**src/rtl/tinyalu_pkg.sv**
```systemverilog
// tinyalu_pkg: opcode and state encodings shared by the ALU, BFM and scoreboard
package tinyalu_pkg;
  typedef enum logic [2:0] {
    no_op  = 3'b000,
    add_op = 3'b001,
    and_op = 3'b010,
    xor_op = 3'b011,
    mul_op = 3'b100,
    rst_op = 3'b111
  } operation_t;
  typedef enum logic [1:0] {IDLE, BUSY, DONE} state_t;
  localparam int SINGLE_LAT = 1;
  localparam int MUL_LAT_DEFAULT = 3;
endpackage

```
**src/rtl/tinyalu_mult_pipe.sv**
```systemverilog
// tinyalu_mult_pipe: registered-input multiplier with DEPTH-1 product stages
module tinyalu_mult_pipe #(
  parameter int DEPTH = 3
) (
  input  logic        clk,
  input  logic        reset_n,
  input  logic [7:0]  a,
  input  logic [7:0]  b,
  input  logic        valid_in,
  output logic [15:0] product,
  output logic        valid_out
);
  logic [7:0] a_q, a_d, b_q, b_d;
  logic vi_q;
  logic [15:0] p_q [DEPTH-1];
  logic [15:0] p_d [DEPTH-1];
  logic [DEPTH-2:0] v_q, v_d;
  always_comb begin
    a_d = valid_in ? a : a_q;
    b_d = valid_in ? b : b_q;
    p_d[0] = 16'(a_q) * 16'(b_q);
    v_d[0] = vi_q;
    for (int i = 1; i < DEPTH - 1; i++) begin
      p_d[i] = p_q[i-1];
      v_d[i] = v_q[i-1];
    end
  end
  always_ff @(posedge clk or negedge reset_n) begin
    if (!reset_n) begin
      a_q  <= '0;
      b_q  <= '0;
      vi_q <= 1'b0;
      v_q  <= '0;
      for (int i = 0; i < DEPTH - 1; i++) p_q[i] <= '0;
    end else begin
      a_q  <= a_d;
      b_q  <= b_d;
      vi_q <= valid_in;
      v_q  <= v_d;
      for (int i = 0; i < DEPTH - 1; i++) p_q[i] <= p_d[i];
    end
  end
  assign product   = p_q[DEPTH-2];
  assign valid_out = v_q[DEPTH-2];
endmodule

```
**src/rtl/tinyalu_core.sv**
```systemverilog
// tinyalu_core: start/done responder running single-cycle ops and a pipelined multiply
module tinyalu_core
  import tinyalu_pkg::*;
#(
  parameter int MUL_LATENCY = MUL_LAT_DEFAULT
) (
  input  logic        clk,
  input  logic        reset_n,
  input  logic [7:0]  A,
  input  logic [7:0]  B,
  input  logic [2:0]  op,
  input  logic        start,
  output logic        done,
  output logic [15:0] result
);
  state_t state_q, state_d;
  logic [2:0] op_q, op_d, cnt_q, cnt_d;
  logic [7:0] a_q, a_d, b_q, b_d;
  logic [15:0] res_q, res_d, mul_p;
  logic done_q, go, fin, mul_v;
  tinyalu_mult_pipe #(.DEPTH(MUL_LATENCY)) u_mul (
    .clk(clk), .reset_n(reset_n), .a(A), .b(B), .valid_in(go && op == mul_op),
    .product(mul_p), .valid_out(mul_v)
  );
  always_comb begin
    go = state_q == IDLE && start;
    fin = state_q == BUSY && cnt_q == 3'd0 && (op_q != mul_op || mul_v);
    state_d = go ? BUSY : fin ? DONE : state_q == DONE ? IDLE : state_q;
    op_d = go ? op : op_q;
    a_d = go ? A : a_q;
    b_d = go ? B : b_q;
    cnt_d = go ? (op == mul_op ? 3'(MUL_LATENCY - 1) : 3'(SINGLE_LAT - 1))
          : (state_q == BUSY && cnt_q != 3'd0) ? cnt_q - 3'd1 : cnt_q;
    res_d = !fin              ? res_q
          : op_q == add_op    ? {7'b0, ({1'b0, a_q} + {1'b0, b_q})}
          : op_q == and_op    ? {8'b0, a_q & b_q}
          : op_q == xor_op    ? {8'b0, a_q ^ b_q}
          : op_q == mul_op    ? mul_p
          : op_q == rst_op    ? 16'h0000
          : res_q;
  end
  always_ff @(posedge clk or negedge reset_n) begin
    if (!reset_n) begin
      state_q <= IDLE;
      op_q    <= '0;
      a_q     <= '0;
      b_q     <= '0;
      cnt_q   <= '0;
      res_q   <= '0;
      done_q  <= 1'b0;
    end else begin
      state_q <= state_d;
      op_q    <= op_d;
      a_q     <= a_d;
      b_q     <= b_d;
      cnt_q   <= cnt_d;
      res_q   <= res_d;
      done_q  <= fin;
    end
  end
  assign done   = done_q;
  assign result = res_q;
endmodule

```
**config.mk**
```make
export PLATFORM = sky130hd
export DESIGN_NAME = tinyalu_core
export DESIGN_NICKNAME = d
export VERILOG_FILES = /design/src/rtl/tinyalu_pkg.sv /design/src/rtl/tinyalu_mult_pipe.sv /design/src/rtl/tinyalu_core.sv
export SDC_FILE = /design/constraint.sdc
export NUM_CORES = 1
export LEC_CHECK = 0
export BUFFER_PORTS_ARGS = -buffer_cell sky130_fd_sc_hd__buf_2
export CAP_MARGIN = 5
export CORE_UTILIZATION = 36
export DETAILED_ROUTE_END_ITERATION = 8
export PLACE_DENSITY = 0.53
export SYNTH_ARGS = -nofsm -noshare
export SYNTH_HDL_FRONTEND = slang
export SYNTH_SLANG_ARGS = --single-unit
```
**constraint.sdc**
```tcl
create_clock -name clk -period 3.9 [get_ports clk]
set_input_delay 0.975 -clock clk [delete_from_list [all_inputs] [get_ports clk]]
set_output_delay 0.975 -clock clk [all_outputs]
set_load 0.01 [all_outputs]
```
# ---- Word-level counts from Yosys, hierarchy flattened
# Index checks and enable logic that the tools add are counted.
dict set report classes {
  muxes 11
  add_sub_neg 2
  bitwise 2
  reduce_logical 13
  eq_ne 9
  n_lt_le_gt_ge 0
  n_mul 1
  div 0
  shifts 0
}
# op n
set ops {}
lappend ops {{$mux 16} 5}
lappend ops {{$mul 8x8->16} 1}
lappend ops {{$add 8x8->9} 1}
lappend ops {{$eq 3x3->1 const B} 3}
lappend ops {{$and 8x8->8} 1}
lappend ops {{$mux 2} 4}
lappend ops {{$xor 8x8->8} 1}
lappend ops {{$eq 3x2->1 const B} 2}
lappend ops {{$mux 3} 2}
lappend ops {{$reduce_bool 3->1} 2}
lappend ops {{$logic_and 1x1->1} 5}
lappend ops {{$reduce_bool 5->1} 1}
lappend ops {{$eq 3x1->1 const B} 1}
lappend ops {{$logic_not 3->1} 1}
lappend ops {{$ne 3x3->1 const B} 1}
lappend ops {{$sub 3x1->3 const B} 1}
lappend ops {{$eq 2x1->1 const B} 1}
lappend ops {{$eq 2x2->1 const B} 1}
lappend ops {{$logic_not 2->1} 1}
lappend ops {{$reduce_and 2->1} 1}
lappend ops {{$reduce_bool 2->1} 1}
lappend ops {{$logic_or 1x1->1} 1}
dict set report word_totals {
  mem_bits_ro 0
  ramBits 0
  wordCells 51
  latch_bits 0
  inputBits 22
  out_inout_bits 17
  reg_bits 92
  n_memories 0
}

# ---- Longest topological paths before layout
dict set report logic_depth {
  depth_word 6
  ltp_mapped 15
  ltp_nobuf 15
}

# ---- Modules after synthesis
# From an unflattened synthesis, not the netlist that was laid out.
dict set report hier_totals {
  cells_unflattened 510
  area_unflattened_um2 5770.5
}
# mod seq_area_each_um2 area_per_inst_um2 instances cells_per_inst
set by_module_without_submodules {}
lappend by_module_without_submodules {tinyalu_mult_pipe 1276.2 3592.2 1 312}
lappend by_module_without_submodules {tinyalu_core 1026.0 2178.3 1 198}

# ---- Worst setup path after synthesis
# Ideal clock, no wire load.
dict set report synth_path {
  path_kind {register to register}
  startpoint {register u_mul.a_q[0]}
  endpoint {register u_mul.p_q (netlist bit u_mul.p_d[13])}
  t_required_ps 3820
  path_buffers 0
  stages_incl_launch_ff 15
  setup_time_ps 80
  arrival_ps 4063
  path_slack_ps -243
  period_less_slack_ps 4143
  cell_sequence {dfrtp_1 -> nand2_1 -> fa_1 -> fa_1 -> inv_1 -> fa_1 -> inv_1 -> fa_1 -> inv_1 -> ha_1 -> o21a_1 -> o31a_1 -> o211a_1 -> or4_4 -> o211ai_2}
}
# element line
set synth_rtl {}
lappend synth_rtl {{start: declaration} tinyalu_mult_pipe.sv:13} ;# logic [7:0] a_q, a_d, b_q, b_d;
lappend synth_rtl {{start signal: assignment} tinyalu_mult_pipe.sv:30} ;# a_q <= '0;
lappend synth_rtl {{start signal: assignment} tinyalu_mult_pipe.sv:36} ;# a_q <= a_d;
lappend synth_rtl {{end: declaration} tinyalu_mult_pipe.sv:15} ;# logic [15:0] p_q [DEPTH-1];

==> parameters.txt <==
Parameter                              Value

Timing
  Post-Route Skew    ~0.0077 ns
  Worst hold slack    approximately 0.35 ns
  Final setup viols    3
  Actual transition at the worst max-transition pin    approximately 0.71 ns
  Setup tns final    -0.211 ns
  Max-slew violation count    0
  Minimum setup slack in the final design    -0.125 ns
  Remaining max-slew budget at the tightest pin    between 50% and 60%
  Crit path time final    between 4 and 5 ns
  Unrepaired setup endpoints after global routing    yes
  Achievable clock frequency    between 200 and 250 MHz
  Period utilisation layout    103%
  Hold Violations, Final    0

Route
  Overall routed net length    between 10000 and 15000 um
  DRT Pass-1 Iters    4
  Wire length per cell    between 15 and 20 um
  Number of DRC violations after detailed-routing iteration 0    ~210
  DRC violations left    0
  Number of vias per cell after detailed routing    ~4.8
  Via count of the routed design    ~4100
  Antenna viol nets, final    0

Synth
  Main flop type after synthesis    sky130_fd_sc_hd__dfrtp_1
  Distinct cell type count of the synthesized netlist    65
  Cell accounting for the most synthesized area    sky130_fd_sc_hd__dfrtp_1
  Syn nets    639
  Total of flip-flops plus latches after synthesis    roughly 90
  Yosys synthesis warning count    0
  Synth Cell Area    around 5900 um2
  Post-synthesis async set-or-reset flop share    100%
  Share of the yosys chip area belonging to registers    39.0%
  Area share of the leading cell type in the synthesized netlist    between 30% and 40%
  Synthesized netlist cell count    534
  Largest cells by area after synthesis    sky130_fd_sc_hd__dfrtp_1, sky130_fd_sc_hd__fa_1, sky130_fd_sc_hd__ha_1, sky130_fd_sc_hd__and2_1, sky130_fd_sc_hd__mux2_1
  Number of flops mapped to enable cells by yosys    0
  Post-Syn Area per Cell    approximately 11 um2

Worst setup path
  Highest fanout seen on the critical path    6
  Critical path class    reg -> reg
  Endpoint kind of the worst setup timing path    flip-flop
  Master of the slowest instance on the critical path    sky130_fd_sc_hd__fa_1
  Register-to-Register Path Depth    15
  Family with the most delay on the worst path    adder cells
  Buffer and inverter count on the worst path    4
  Max stage delay on crit path    around 0.52 ns
  Reg2reg setup slack    -0.12 ns
  Most prevalent standard cell on the critical path    sky130_fd_sc_hd__fa_1
  Worst reg2reg path startpoint    u_mul.a_q[4]
  CP cell instances    buf_6 > nand2_2 > fa_1 > fa_1 > inv_2 > fa_1 > inv_1 > fa_1 > inv_2 > ha_4 > o21a_1 > o31a_1 > o211a_1 > or4_4 > o211ai_2
  Reg2reg end    u_mul.p_d[13]
  Arr. time, crit path    between 4 and 5 ns
  Startpoint class of the critical path    flip-flop
  Required time of the worst setup path    4.17 ns

Global routing
  Met1 track demand over resource    between 20% and 30%
  Antenna violations before repair    0
  First-pass GRT wire length    around 21000 um
  Vias in the first global route    between 4000 and 5000
  Largest net degree at the start of global routing    51
  Busiest layer in global routing    met2
  Met2 track demand over resource    between 20% and 30%
  Overall routing resource usage    16.6%
  Grt ovf    0
  Met3 Track Usage GR    2.87%

Power
  Power per cell area    between 800 and 900 nW/um2
  Leak    ~0.0036 uW
  Maximum ir drop on the vdd rail    around 0.0003 V

Clock tree
  CTS sink cnt    slightly above 90
  Number of buffers on the longest clock path    2
  Maximum level of the CTS H-tree    3
  Number of clock buffers inserted by TritonCTS    9
  Cell at the root of the clock tree    sky130_fd_sc_hd__clkbuf_16
  Clock transition time at the flip-flop clock pins of the worst setup and hold paths    roughly 0.07 ns
  Clock latency on the worst-skew pair    0.34 ns
  CTS tree    yes
  Count of hold buffers inserted by post-cts repair    0

Floorplanning
  Initial core utilization    between 30 and 40%
  Std-Cell Rows    46
  Floorplan Core Area    roughly 16000 um2
  Die outline area    between 15000 and 20000 um2
  I/O Pins    39
  Die width    130 um
  Overall die height    ~130 um

Placed design
  Dpl cells    around 810
  Cell Area, Placed    6640 um2
  HPWL after detailed placement    ~10000 um
  Final weighted congestion in routability-driven placement    ~0.85
  Count of buffers inserted at the top-level ports    38

Status
  Outcome    finished, violations left
  Violations in the final reports    negative setup slack

Layout
  Antenna cells    0
  Utilization after layout    between 40% and 50%
  Layout-stage area growth over the synthesis result    22.4%
  Layout Cell Area excl Fill    between 7000 and 8000 um2
  Post-Layout Cell Count    roughly 840
  Nets    approximately 730
  Fraction of final layout cells sized beyond drive strength 1    roughly 29%

Hold path
  Worst min-delay path category    reg -> reg
  Start point of the worst hold path    u_mul.p_d[6]
  WHS Path Cells    0
  Worst Hold End    u_mul.product[6]

Run
  Number of max-capacitance violations reported    0
==> power by group <==
group          internal (uW)  switching (uW)
logic                   1900            1870
registers               1350             351
clock network            510             359
total                   3770            2580
==> cells in the final DEF (no fill, tap or decap), drive strengths merged, types with 4 or more instances in the layout <==
master / netlist / final
mux2i: 5 / 5
nor2: 22 / 22
nand3b: 4 / 4
a211oi: 4 / 4
o21ai: 16 / 16
a22oi: 7 / 7
inv: 60 / 60
fa: 37 / 37
buf: 10 / 93
xnor2: 8 / 8
dfrtp: 92 / 92
and2: 53 / 53
a22o: 7 / 7
nand3: 4 / 4
mux2: 34 / 34
clkbuf: 4 / 11
a21oi: 21 / 21
o21a: 4 / 4
nor3: 4 / 4
a21o: 6 / 6
nand2: 28 / 28
nand2b: 5 / 5
ha: 46 / 46
nor2b: 9 / 9
==> final cells by class <==
type / instances / area [um2]
sequential: 92 / 2320
multi-input combinational: 368 / 3490
fill: 1495 / 8720
clock buffer: 11 / 243
clock inverter: 4 / 50.0
inverter: 60 / 225
timing repair buffer: 93 / 629
tap: 216 / 270
==> flip-flops by register name (all words and copies together) (netlist names) <==
signal / cells
b_q: 8
u_mul.a_q: 8
state_q: 2
done: 1
a_q: 8
op_q: 3
result: 16
u_mul.vi_q: 1
cnt_q: 3
u_mul.b_q: 8
u_mul.v_q: 2
u_mul.p_d: 16
u_mul.product: 16
==> how the worst max path moves through the flow <==
stage | from | endpoint | depth (start not counted)
final | u_mul.a_q[4] | u_mul.p_d[13] | 15
after global routing | u_mul.b_q[4] | u_mul.p_d[13] | 15
after CTS | u_mul.b_q[2] | u_mul.p_d[14] | 12
after detailed placement | u_mul.b_q[7] | u_mul.p_d[13] | 12
after global placement | u_mul.a_q[4] | u_mul.p_d[14] | 12
after floorplan | u_mul.a_q[7] | u_mul.p_d[13] | 12
==> kinds of logic after synthesis <==
kind of cell / after synthesis / share of synthesized area, %
simple gates: 145 / 14.0
flops: 92 / 39.0
compound gates: 90 / 10.6
fa+ha+maj: 83 / 22.3
buf+inv: 74 / 5.19
mux: 39 / 7.33
xor+xnor: 11 / 1.63
==> Yosys cell counts (3+ instances only) <==
cell type                   n
sky130_fd_sc_hd__and2_1    52
sky130_fd_sc_hd__nand2b_1   5
sky130_fd_sc_hd__clkbuf_1   4
sky130_fd_sc_hd__a21o_1     6
sky130_fd_sc_hd__dfrtp_1   92
sky130_fd_sc_hd__mux2_1    27
sky130_fd_sc_hd__a211oi_1   3
sky130_fd_sc_hd__inv_1     60
sky130_fd_sc_hd__a31oi_1    3
sky130_fd_sc_hd__nor3_1     4
sky130_fd_sc_hd__o21ai_0   11
sky130_fd_sc_hd__a22oi_1    7
sky130_fd_sc_hd__xnor2_1    8
sky130_fd_sc_hd__mux2_2     7
sky130_fd_sc_hd__nand3b_1   4
sky130_fd_sc_hd__nand3_1    4
sky130_fd_sc_hd__buf_2      5
sky130_fd_sc_hd__mux2i_1    5
sky130_fd_sc_hd__ha_1      46
sky130_fd_sc_hd__a21oi_1   21
sky130_fd_sc_hd__o21a_1     4
sky130_fd_sc_hd__and3_1     3
sky130_fd_sc_hd__nand2_1   27
sky130_fd_sc_hd__nor2_1    21
sky130_fd_sc_hd__xor2_1     3
sky130_fd_sc_hd__a22o_1     7
sky130_fd_sc_hd__nor2b_1    8
sky130_fd_sc_hd__fa_1      37
sky130_fd_sc_hd__o21ai_1    5
==> routing by layer <==
layer | share of wire [%] | up-vias | wire [um]
li1 | - | 1985 | -
met1 | 47 | 2044 | 6240
met2 | 50 | 47 | 6700
met3 | 2.4 | 7 | 319
met4 | 1.1 | 0 | 144
met5 | 0 | - | 0
==> through the flow <==
step / worst slack [ns] / total power [uW]
6_report: -0.125 / 6350
4_1_cts: -0.109 / 6260
5_1_grt: -0.223 / 6950
3_3_place_gp: -0.311 / 5060
3_5_place_dp: -0.240 / 5100
2_1_floorplan: 0.00117 / 3960
==> repair_timing <==
item	4_1_cts	5_1_grt
endpoints found under the setup margin	7	7
setup buffers	13	4
pin swaps	15	11
gates resized for setup	37	23
No activity file was read; power rests on OpenSTA's default activity.
